<file path="config.mk">
export PLATFORM = sky130hd
export DESIGN_NAME = serial_eq_compare_ctrl
export DESIGN_NICKNAME = d
export VERILOG_FILES = /design/src/rtl/serial_eq_compare_ctrl.sv
export SDC_FILE = /design/constraint.sdc
export NUM_CORES = 1
export LEC_CHECK = 0
export ABC_CLOCK_PERIOD_IN_PS = 2000
export CAP_MARGIN = 20
export CORE_ASPECT_RATIO = 1.4
export CORE_MARGIN = 1.5
export CORE_UTILIZATION = 49
export DETAILED_ROUTE_END_ITERATION = 16
export GPL_ROUTABILITY_DRIVEN = 0
export PLACE_DENSITY = 0.76
export RECOVER_POWER = 50
export SLEW_MARGIN = 40
export SYNTH_ARGS = -nofsm -noshare
export SYNTH_HDL_FRONTEND = slang
export SYNTH_SLANG_ARGS = --single-unit
</file>
<file path="constraint.sdc">
create_clock -name clk -period 2 [get_ports clk]
set_clock_uncertainty 0.15 [all_clocks]
set_input_delay 0.4 -clock clk [delete_from_list [all_inputs] [get_ports clk]]
set_output_delay 0.4 -clock clk [all_outputs]
set_load 0.05 [all_outputs]
</file>
<file path="src/rtl/serial_eq_compare_ctrl.sv">
// rtl/serial_eq_compare_ctrl.sv - bit-serial equality sequencer for a shared 1-bit comparator
module serial_eq_compare_ctrl #(
  parameter int WIDTH      = 8,
  parameter int IDX_W      = 3,
  parameter int EARLY_EXIT = 1
) (
  input  logic             clk,
  input  logic             rst_n,
  input  logic             start,
  input  logic [WIDTH-1:0] a,
  input  logic [WIDTH-1:0] b,
  output logic             cmp_i0,
  output logic             cmp_i1,
  input  logic             cmp_eq,
  output logic             busy,
  output logic             done,
  output logic             eq,
  output logic [IDX_W-1:0] mismatch_idx
);

  typedef enum logic [1:0] {
    S_IDLE = 2'd0,
    S_RUN  = 2'd1,
    S_DONE = 2'd2
  } state_t;

  localparam logic [IDX_W-1:0] LAST_IDX = IDX_W'(WIDTH - 1);
  localparam logic [IDX_W-1:0] IDX_ONE  = IDX_W'(1);

  state_t           state_q, state_d;
  logic [WIDTH-1:0] a_q, a_d;
  logic [WIDTH-1:0] b_q, b_d;
  logic [IDX_W-1:0] idx_q, idx_d;
  logic             mm_flag_q, mm_flag_d;
  logic [IDX_W-1:0] mm_idx_q, mm_idx_d;
  logic             eq_q, eq_d;
  logic [IDX_W-1:0] res_idx_q, res_idx_d;

  // Per-bit view of the comparator result for the bit currently presented.
  logic             bit_mm;
  logic             first_mm;
  logic             any_mm;
  logic [IDX_W-1:0] lowest_idx;
  logic             finish_run;

  // State and datapath registers; reset aborts any walk in progress with no done.
  always_ff @(posedge clk) begin
    if (!rst_n) begin
      state_q   <= S_IDLE;
      a_q       <= '0;
      b_q       <= '0;
      idx_q     <= '0;
      mm_flag_q <= 1'b0;
      mm_idx_q  <= '0;
      eq_q      <= 1'b0;
      res_idx_q <= '0;
    end else begin
      state_q   <= state_d;
      a_q       <= a_d;
      b_q       <= b_d;
      idx_q     <= idx_d;
      mm_flag_q <= mm_flag_d;
      mm_idx_q  <= mm_idx_d;
      eq_q      <= eq_d;
      res_idx_q <= res_idx_d;
    end
  end

  // Mismatch bookkeeping for the bit pair the comparator is looking at this cycle.
  always_comb begin
    bit_mm     = ~cmp_eq;
    first_mm   = bit_mm & ~mm_flag_q;
    any_mm     = mm_flag_q | bit_mm;
    lowest_idx = mm_flag_q ? mm_idx_q : idx_q;
    finish_run = (idx_q == LAST_IDX) || ((EARLY_EXIT != 0) && first_mm);
  end

  // Next-state logic: capture on accept, walk LSB first, publish the verdict on DONE entry.
  always_comb begin
    state_d   = state_q;
    a_d       = a_q;
    b_d       = b_q;
    idx_d     = idx_q;
    mm_flag_d = mm_flag_q;
    mm_idx_d  = mm_idx_q;
    eq_d      = eq_q;
    res_idx_d = res_idx_q;

    case (state_q)
      S_IDLE: begin
        if (start) begin
          a_d       = a;
          b_d       = b;
          idx_d     = '0;
          mm_flag_d = 1'b0;
          mm_idx_d  = '0;
          state_d   = S_RUN;
        end
      end

      S_RUN: begin
        if (first_mm) begin
          mm_flag_d = 1'b1;
          mm_idx_d  = idx_q;
        end
        if (finish_run) begin
          // The verdict includes the bit being sampled on this edge.
          eq_d      = ~any_mm;
          res_idx_d = any_mm ? lowest_idx : '0;
          state_d   = S_DONE;
        end else begin
          idx_d = idx_q + IDX_ONE;
        end
      end

      S_DONE: begin
        // start is not looked at here, so a held start re-accepts one IDLE cycle later.
        state_d = S_IDLE;
      end

      default: begin
        state_d = S_IDLE;
      end
    endcase
  end

  // Comparator drive is forced low outside RUN so the shared cell sees a quiet bus.
  always_comb begin
    cmp_i0 = 1'b0;
    cmp_i1 = 1'b0;
    if (state_q == S_RUN) begin
      cmp_i0 = a_q[idx_q];
      cmp_i1 = b_q[idx_q];
    end
  end

  assign busy         = (state_q != S_IDLE);
  assign done         = (state_q == S_DONE);
  assign eq           = eq_q;
  assign mismatch_idx = res_idx_q;

endmodule
</file>
Word-level counts from Yosys, hierarchy flattened
Index checks and enable logic that the tools add are counted.
{"block": "op_classes", "addsub": 1, "magnitude_cmp": 1, "eq_ne": 7, "n_mux": 19, "n_bitwise": 5, "n_reduce_logical": 9}
{"cell": "$mux W3", "count": 5}
{"cell": "$pmux W3 S2", "count": 2}
{"cell": "$ne A2 B2 Y1 const B", "count": 4}
{"cell": "$bmux W1 S3", "count": 2}
{"cell": "$mux W1", "count": 6}
{"cell": "$reduce_and A2 Y1", "count": 3}
{"cell": "$reduce_and A3 Y1", "count": 2}
{"cell": "$lt A3 B4 Y1 const B", "count": 1}
{"cell": "$mux W2", "count": 2}
{"cell": "$pmux W2 S2", "count": 1}
{"cell": "$reduce_bool A2 Y1", "count": 2}
{"cell": "$add A3 B1 Y3 const B", "count": 1}
{"cell": "$eq A3 B3 Y1 const B", "count": 1}
{"cell": "$not A1 Y1", "count": 3}
{"cell": "$eq A2 B1 Y1 const B", "count": 1}
{"cell": "$eq A2 B2 Y1 const B", "count": 1}
{"cell": "$logic_not A2 Y1", "count": 1}
{"cell": "$pmux W1 S2", "count": 1}
{"cell": "$and A1 B1 Y1", "count": 1}
{"cell": "$logic_or A1 B1 Y1", "count": 1}
{"cell": "$or A1 B1 Y1", "count": 1}
{"block": "word_totals", "regBits": 29, "inputBits": 20, "output_inout_bits": 8, "wordCells": 50}

Longest topological paths before layout
Gate-level depths: netlist of run 1.
{"block": "logic_depth", "depth_word": 5, "ltp_mapped": 6, "depth_no_buf": 5}

Worst setup path after synthesis of run 1
Ideal clock, no wire load.
{"block": "synth_path", "kind": "reg-to-output", "startpoint": "register idx_q[1]", "endpoint": "output port cmp_i0", "arrival_ns": 1.490, "required_time_ns": 1.450, "setup_slack_ns": -0.040, "path_stages_with_launch": 5, "n_path_buf": 1, "cell_sequence": "dfxtp_1 buf_2 mux4_2 mux2i_1 nor2_1"}
{"block": "synth_via", "elab_chain_len": 3}
{"item": "from (decl)", "line_no": "33", "text": "logic [IDX_W-1:0] idx_q, idx_d;"}
{"item": "from (signal assigned)", "line_no": "61", "text": "idx_q <= idx_d;"}
{"item": "$bmux W1 S3", "line_no": "132", "text": "cmp_i0 = a_q[idx_q];"}
{"item": "$mux W1 (not written as such)", "line_no": "132"}
{"item": "$mux W1", "line_no": "131", "text": "if (state_q == S_RUN) begin"}
{"item": "to (decl)", "line_no": "12", "text": "output logic cmp_i0,"}
Every way passes these cells. The select of a mux whose other input is x is not followed.

Worst setup path in the final report of run 1
Ends and elaborated chain as after synthesis.

==> results of run 1 <==
[state kept, by name, summed over array words and instances, names as in the netlist]
signal / flops
idx_q: 3
a_q: 8
eq: 1
b_q: 8
mm_flag_q: 1
state_q: 2
mm_idx_q: 3
mismatch_idx: 3
[worst paths after layout]
path                    startpoint                     to  slack [ps]  cells past startpoint
max          idx_q[1]$_SDFFE_PN0P_                 cmp_i0        -160                      4
max reg2reg  idx_q[1]$_SDFFE_PN0P_  idx_q[0]$_SDFFE_PN0P_         150                      6
min            b_q[6]$_SDFFE_PN0P_    b_q[6]$_SDFFE_PN0P_         310                      2
min reg2reg    b_q[6]$_SDFFE_PN0P_    b_q[6]$_SDFFE_PN0P_         310                      2
[per-stage QoR]
stage                     cells  power (W)
after floorplan             151   0.000776
after CTS                   220    0.00126
after detailed placement    211   0.000857
after global routing        220    0.00131
final                       220    0.00124
after global placement      211   0.000851
[synth_stat cells, types with 2 or more instances]
master | instances | share of area, %
and2b_1 | 2 | 1.1
nand2_1 | 40 | 11
a211oi_1 | 3 | 1.7
nor2_1 | 4 | 1.1
nor3b_1 | 3 | 1.7
o2bb2ai_1 | 3 | 2.0
a21oi_1 | 26 | 9.7
mux2i_1 | 2 | 1.5
mux4_2 | 4 | 6.7
ha_1 | 2 | 1.9
or3b_1 | 2 | 1.3
dfxtp_1 | 29 | 43
buf_6 | 4 | 3.4
clkbuf_1 | 3 | 0.84
buf_2 | 3 | 1.1
o22ai_1 | 2 | 0.93
o21ai_0 | 4 | 1.5
[routing by layer]
metal,up-vias,global-route usage [%],wire (µm)
li1,590,-,-
met1,557,22.6,1100
met2,23,36.3,1420
met3,5,6.69,95
met4,0,8.68,50
met5,-,0,0
[cell families after synthesis]
logic type | after synthesis | share of synthesized area [%]
compound gates | 42 | 18.3
fa+ha+maj | 2 | 1.87
flops | 29 | 43.4
mux | 6 | 8.22
buf+inv | 13 | 6.45
simple gates | 59 | 21.8
[power groups by stage]
stage / clock network, W / registers [W] / logic, W
global route: 0.000446 / 0.000631 / 0.000233
CTS: 0.000418 / 0.000627 / 0.000218
floorplan: 0 / 0.000647 / 0.000129
global placement: 0 / 0.000640 / 0.000211
detailed placement: 0 / 0.000642 / 0.000215
finish: 0.000400 / 0.000626 / 0.000210
[what timing repair did]
action	CTS	global route
setup endpoints to repair	2	2
endpoints found under the hold margin	0	0
setup buffers	1	0
gates resized for setup	4	1
hold buffers	0	0
[critical path: cells and delay by family (launching register included)]
family                 cells  cell delay (ps)
buffers and inverters      1              150
muxes                      2              690
DFF                        1              400
and+or+nand+nor            1               50
[layout make-up]
cell class / count / area share [%]
repair buffers: 36 / 19.0
multi-input cells: 109 / 39.7
clock buffers: 7 / 3.80
flip-flops and latches: 29 / 34.1
well taps: 36 / 2.63
clock inverters: 1 / 0.292
inverters: 2 / 0.438
==> results.yml, run 1 <==
outcome:
  status: "finished with violations"
  violations: "negative setup slack"
cells_and_area:
  mostFrequentLayoutCells: "nand2_1 (40), dfxtp_1 (28), a21oi_1 (26), clkdlybuf4s50_1 (18)"
  nNetsFinal: 205
  final_common_cell: "nand2_1"
  design_area_um2: 1710
  multiInputGateArea_um2: 681
  n_fill_cell: 241
  n_antenna_cell: 0
  drive_above_1_share_pct: 17.4
  fin_util_pct: 65.5
  seq_area_um2: 584
  syn2layout_area_growth_pct: 27.9
worst_setup_path:
  critPathMaxStageDelay_ps: 520
  slowest_stage: "mux4_2"
  cp_max_fo: 5
  critPathLaunchType: "flip-flop"
  crit_type: "reg -> out"
  path_cells: "mux4_2 > mux2i_2 > nor2_2 > buf_6"
  endpoint_kind: "output port"
  crit_required_ps: 1450
  worst_ep_arrival_time_ps: 1610
sta:
  rsz0062_at_grt: "yes"
  setup_slack_ps: -162
  max_slew_margin_pct: 59.9
  finalHoldViolCount: 0
  worst_pin_slew_ps: 604
  period_share_pct: 108
  tns_ps: -307
  holdWs_ps: 307
  fmaxAchievable_mhz: 462
  finalSetupViolCount: 2
  period_needed_ps: 2160
  drv_slew: 0
clock_network:
  clk_latency_ps: 320
  cts.sinks: 29
  cts_buffer_depth: 2
  cts_tree: "built"
  cts.htree.levels: 2
  path_clk_slew_ps: 90
  cts_buffers: 5
  clockRootBuffer: "clkbuf_4"
pwr:
  swShare_pct: 26.6
  clkPwrFrac_pct: 32.4
  power_density_nw_per_um2: 722
  ir_drop_mv: 0.473
  leakagePower_nw: 0.624
  intPower_w: 0.000908
  seqPwrFrac_pct: 50.7
  pwr-share-comb_pct: 17.0
  p_sw_w: 0.000329
floorplan:
  dieArea_um2: 3060
  initial_utilization_pct: 51.2
  die_x_um: 47.2
  core_area_um2: 2620
  chipHeight_um: 64.8
  rows: 22
  pin_count: 28
synthesis:
  async_reset_ff_share_pct: 0
  synth_edf_count: 0
  synth-seq-cells: 29
  synthesis.instances: 151
  synth_nets: 173
  yosysWarnings: 0
  synth_area_um2: 1340
  syn_area_per_cell_um2: 8.87
  synth_flop_cell: "dfxtp_1"
  yosysUniqueCellTypes: 32
  seq_area_frac_synth_pct: 43.4
routing:
  drt-vias-per-instance: 5.34
  drc: 0
  wirelength_um: 2670
  routedWlPerCell_um: 12.1
  drt_pass1_iterations: 3
  ant_nets: 0
  drt-initial-drc-count: 34
  dr_total_vias: 1175
job:
  maxCapViolations: 0
placement:
  dpl-instance-area_um2: 1650
  port_buffers: 27
  pre_cts_ws_ps: -68.2
  hpwl_um: 1970
grt:
  grt_start_max_net_pins: 25
  grt_pass1_wl_um: 4680
  antenna_found_initial: 0
  grt_overflow: 0
  grt_pass1_vias: 1129
  grt_use_total_pct: 21.1
hold_path:
  holdCritPathClass: "reg -> reg"
Power figures use the tool's default switching activity.
==> run 2, diff against run 1 <==
Settings changed: ABC_CLOCK_PERIOD_IN_PS 2000 to 2500, CAP_MARGIN 20 to 10, CORE_UTILIZATION 49 to 53, PLACE_DENSITY 0.76 to 0.81.
Clock period 2 ns to 2.5 ns, I/O delays scaled along.
==> run 2 against run 1 <==
Against the previous run: worst setup slack better by 310 ps; register-to-register slack gained 560 ps; the run now ends clean; largest cell class unchanged; critical path type unchanged; via count is 3.4% lower; sequential power decreased by 19%.
==> results.yml, run 2 (synthesis results as in run 1) <==
clock_network:
  cts.htree.levels: 2
  cts_setup_buffers: 0
  cts_buffer_depth: 2
  cts_hold_buf: 0
  path_clk_slew_ps: 90
  clk_latency_ps: 330
  clockRootBuffer: "clkbuf_4"
  cts_buffers: 5
  cts_tree: "built"
  cts.sinks: 29
cells_and_area:
  drive_above_1_share_pct: 11.4
  largestRegisters: "a_q x8, b_q x8"
  nNetsFinal: 198
  mostFrequentLayoutCells: "nand2_1 (40), dfxtp_1 (28), a21oi_1 (26), clkdlybuf4s50_1 (22), clkbuf_4 (5)"
  final_common_cell: "nand2_1"
  syn2layout_area_growth_pct: 22.5
  design_area_um2: 1640
  n_antenna_cell: 0
sta:
  finalHoldViolCount: 0
  period_needed_ps: 2350
  tns_ps: 0
  rsz0062_at_grt: "no"
  drv_slew: 0
  max_slew_margin_pct: 30.0
  period_share_pct: 93.9
  finalSetupViolCount: 0
  fmaxAchievable_mhz: 426
  worst_pin_slew_ps: 1050
worst_setup_path:
  cp_max_fo: 8
  critPathLaunchType: "flip-flop"
  crit_required_ps: 1850
  crit_type: "reg -> out"
  worst_ep_arrival_time_ps: 1700
  endpoint_kind: "output port"
routing:
  dr_total_vias: 1135
  drt-vias-per-instance: 5.40
  met3_length_um: 127
  drt-initial-drc-count: 22
  met1_length_um: 1010
  highest_layer: "met4"
  ant_nets: 0
  drc: 0
  drt_pass1_iterations: 4
  wl_met2_um: 1360
  wirelength_um: 2550
  routedWlPerCell_um: 12.1
pwr:
  seqPwrFrac_pct: 53.6
  clkPwrFrac_pct: 30.1
  leakagePower_nw: 0.610
  swShare_pct: 26.7
  power_density_nw_per_um2: 573
  ir_drop_mv: 0.400
  pwr-share-comb_pct: 16.3
  intPower_w: 0.000689
  p_sw_w: 0.000251
floorplan:
  chipHeight_um: 62.5
  core_area_um2: 2390
  initial_utilization_pct: 56.0
  dieArea_um2: 2840
  die_x_um: 45.5
  rows: 21
  pin_count: 28
grt:
  grt_overflow: 0
  grt_pass1_vias: 1079
  grt_start_max_net_pins: 25
  antenna_found_initial: 0
  grt_use_total_pct: 21.5
  grt_pass1_wl_um: 4560
placement:
  dpl-instance-area_um2: 1580
  hpwl_um: 1850
  port_buffers: 27
hold_path:
  holdCritPathClass: "reg -> reg"
outcome:
  status: "complete, no violations"
job:
  maxCapViolations: 0
[run 2: power by group through the flow]
stage                     clock network [W]  registers (W)  logic (W)
after floorplan                           0       0.000518   0.000103
after global routing               0.000311       0.000507   0.000171
final                              0.000282       0.000504   0.000154
after CTS                          0.000293       0.000504   0.000156
after detailed placement                  0       0.000515   0.000155
after global placement                    0       0.000514   0.000152
[run 2: path summary, 6_finish.rpt]
check | from | to | slack [ps] | cells past startpoint
setup / recovery | idx_q[1]$_SDFFE_PN0P_ | cmp_i0 | 150 | 4
setup reg to reg | idx_q[0]$_SDFFE_PN0P_ | idx_q[0]$_SDFFE_PN0P_ | 710 | 5
hold reg to reg | b_q[5]$_SDFFE_PN0P_ | b_q[5]$_SDFFE_PN0P_ | 310 | 2
hold / removal | b_q[5]$_SDFFE_PN0P_ | b_q[5]$_SDFFE_PN0P_ | 310 | 2
[run 2: layout make-up]
class                           count  area [µm²]
Multi-Input combinational cell    109         672
Timing Repair Buffer               29         282
Clock buffer                        7        55.1
Inverter                            2        7.51
Fill cell                         212         751
Sequential cell                    29         582
Tap cell                           34        42.5
[run 2: per-stage QoR]
stage                     setup slack, ps  total power (W)  std cells  hold slack (ps)  utilization, %
after floorplan                       360         0.000620        151              283               -
after global placement                294         0.000665        203              292            66.2
after detailed placement              246         0.000670        203              298            66.2
after CTS                            66.7         0.000952        210              311            68.6
after global routing                 30.5         0.000989        210              331            68.6
final                                 151         0.000940        210              309            68.6
[run 2: repair_timing]
action	4_1_cts	5_1_grt
cloned	0	0
gates resized for setup	1	2
endpoints found under the setup margin	2	2
[run 2: critical path, stage by stage, from the launching register on]
cell and delay [ps]:
dfxtp_2 450, mux4_2 530, mux2i_1 150, nor2_1 60
buf_4 180
[run 2: metal layers]
metal	global-route usage [%]	vias up
li1	-	572
met1	23.7	532
met2	35.9	25
met3	7.23	6
met4	8.82	0
met5	0	-
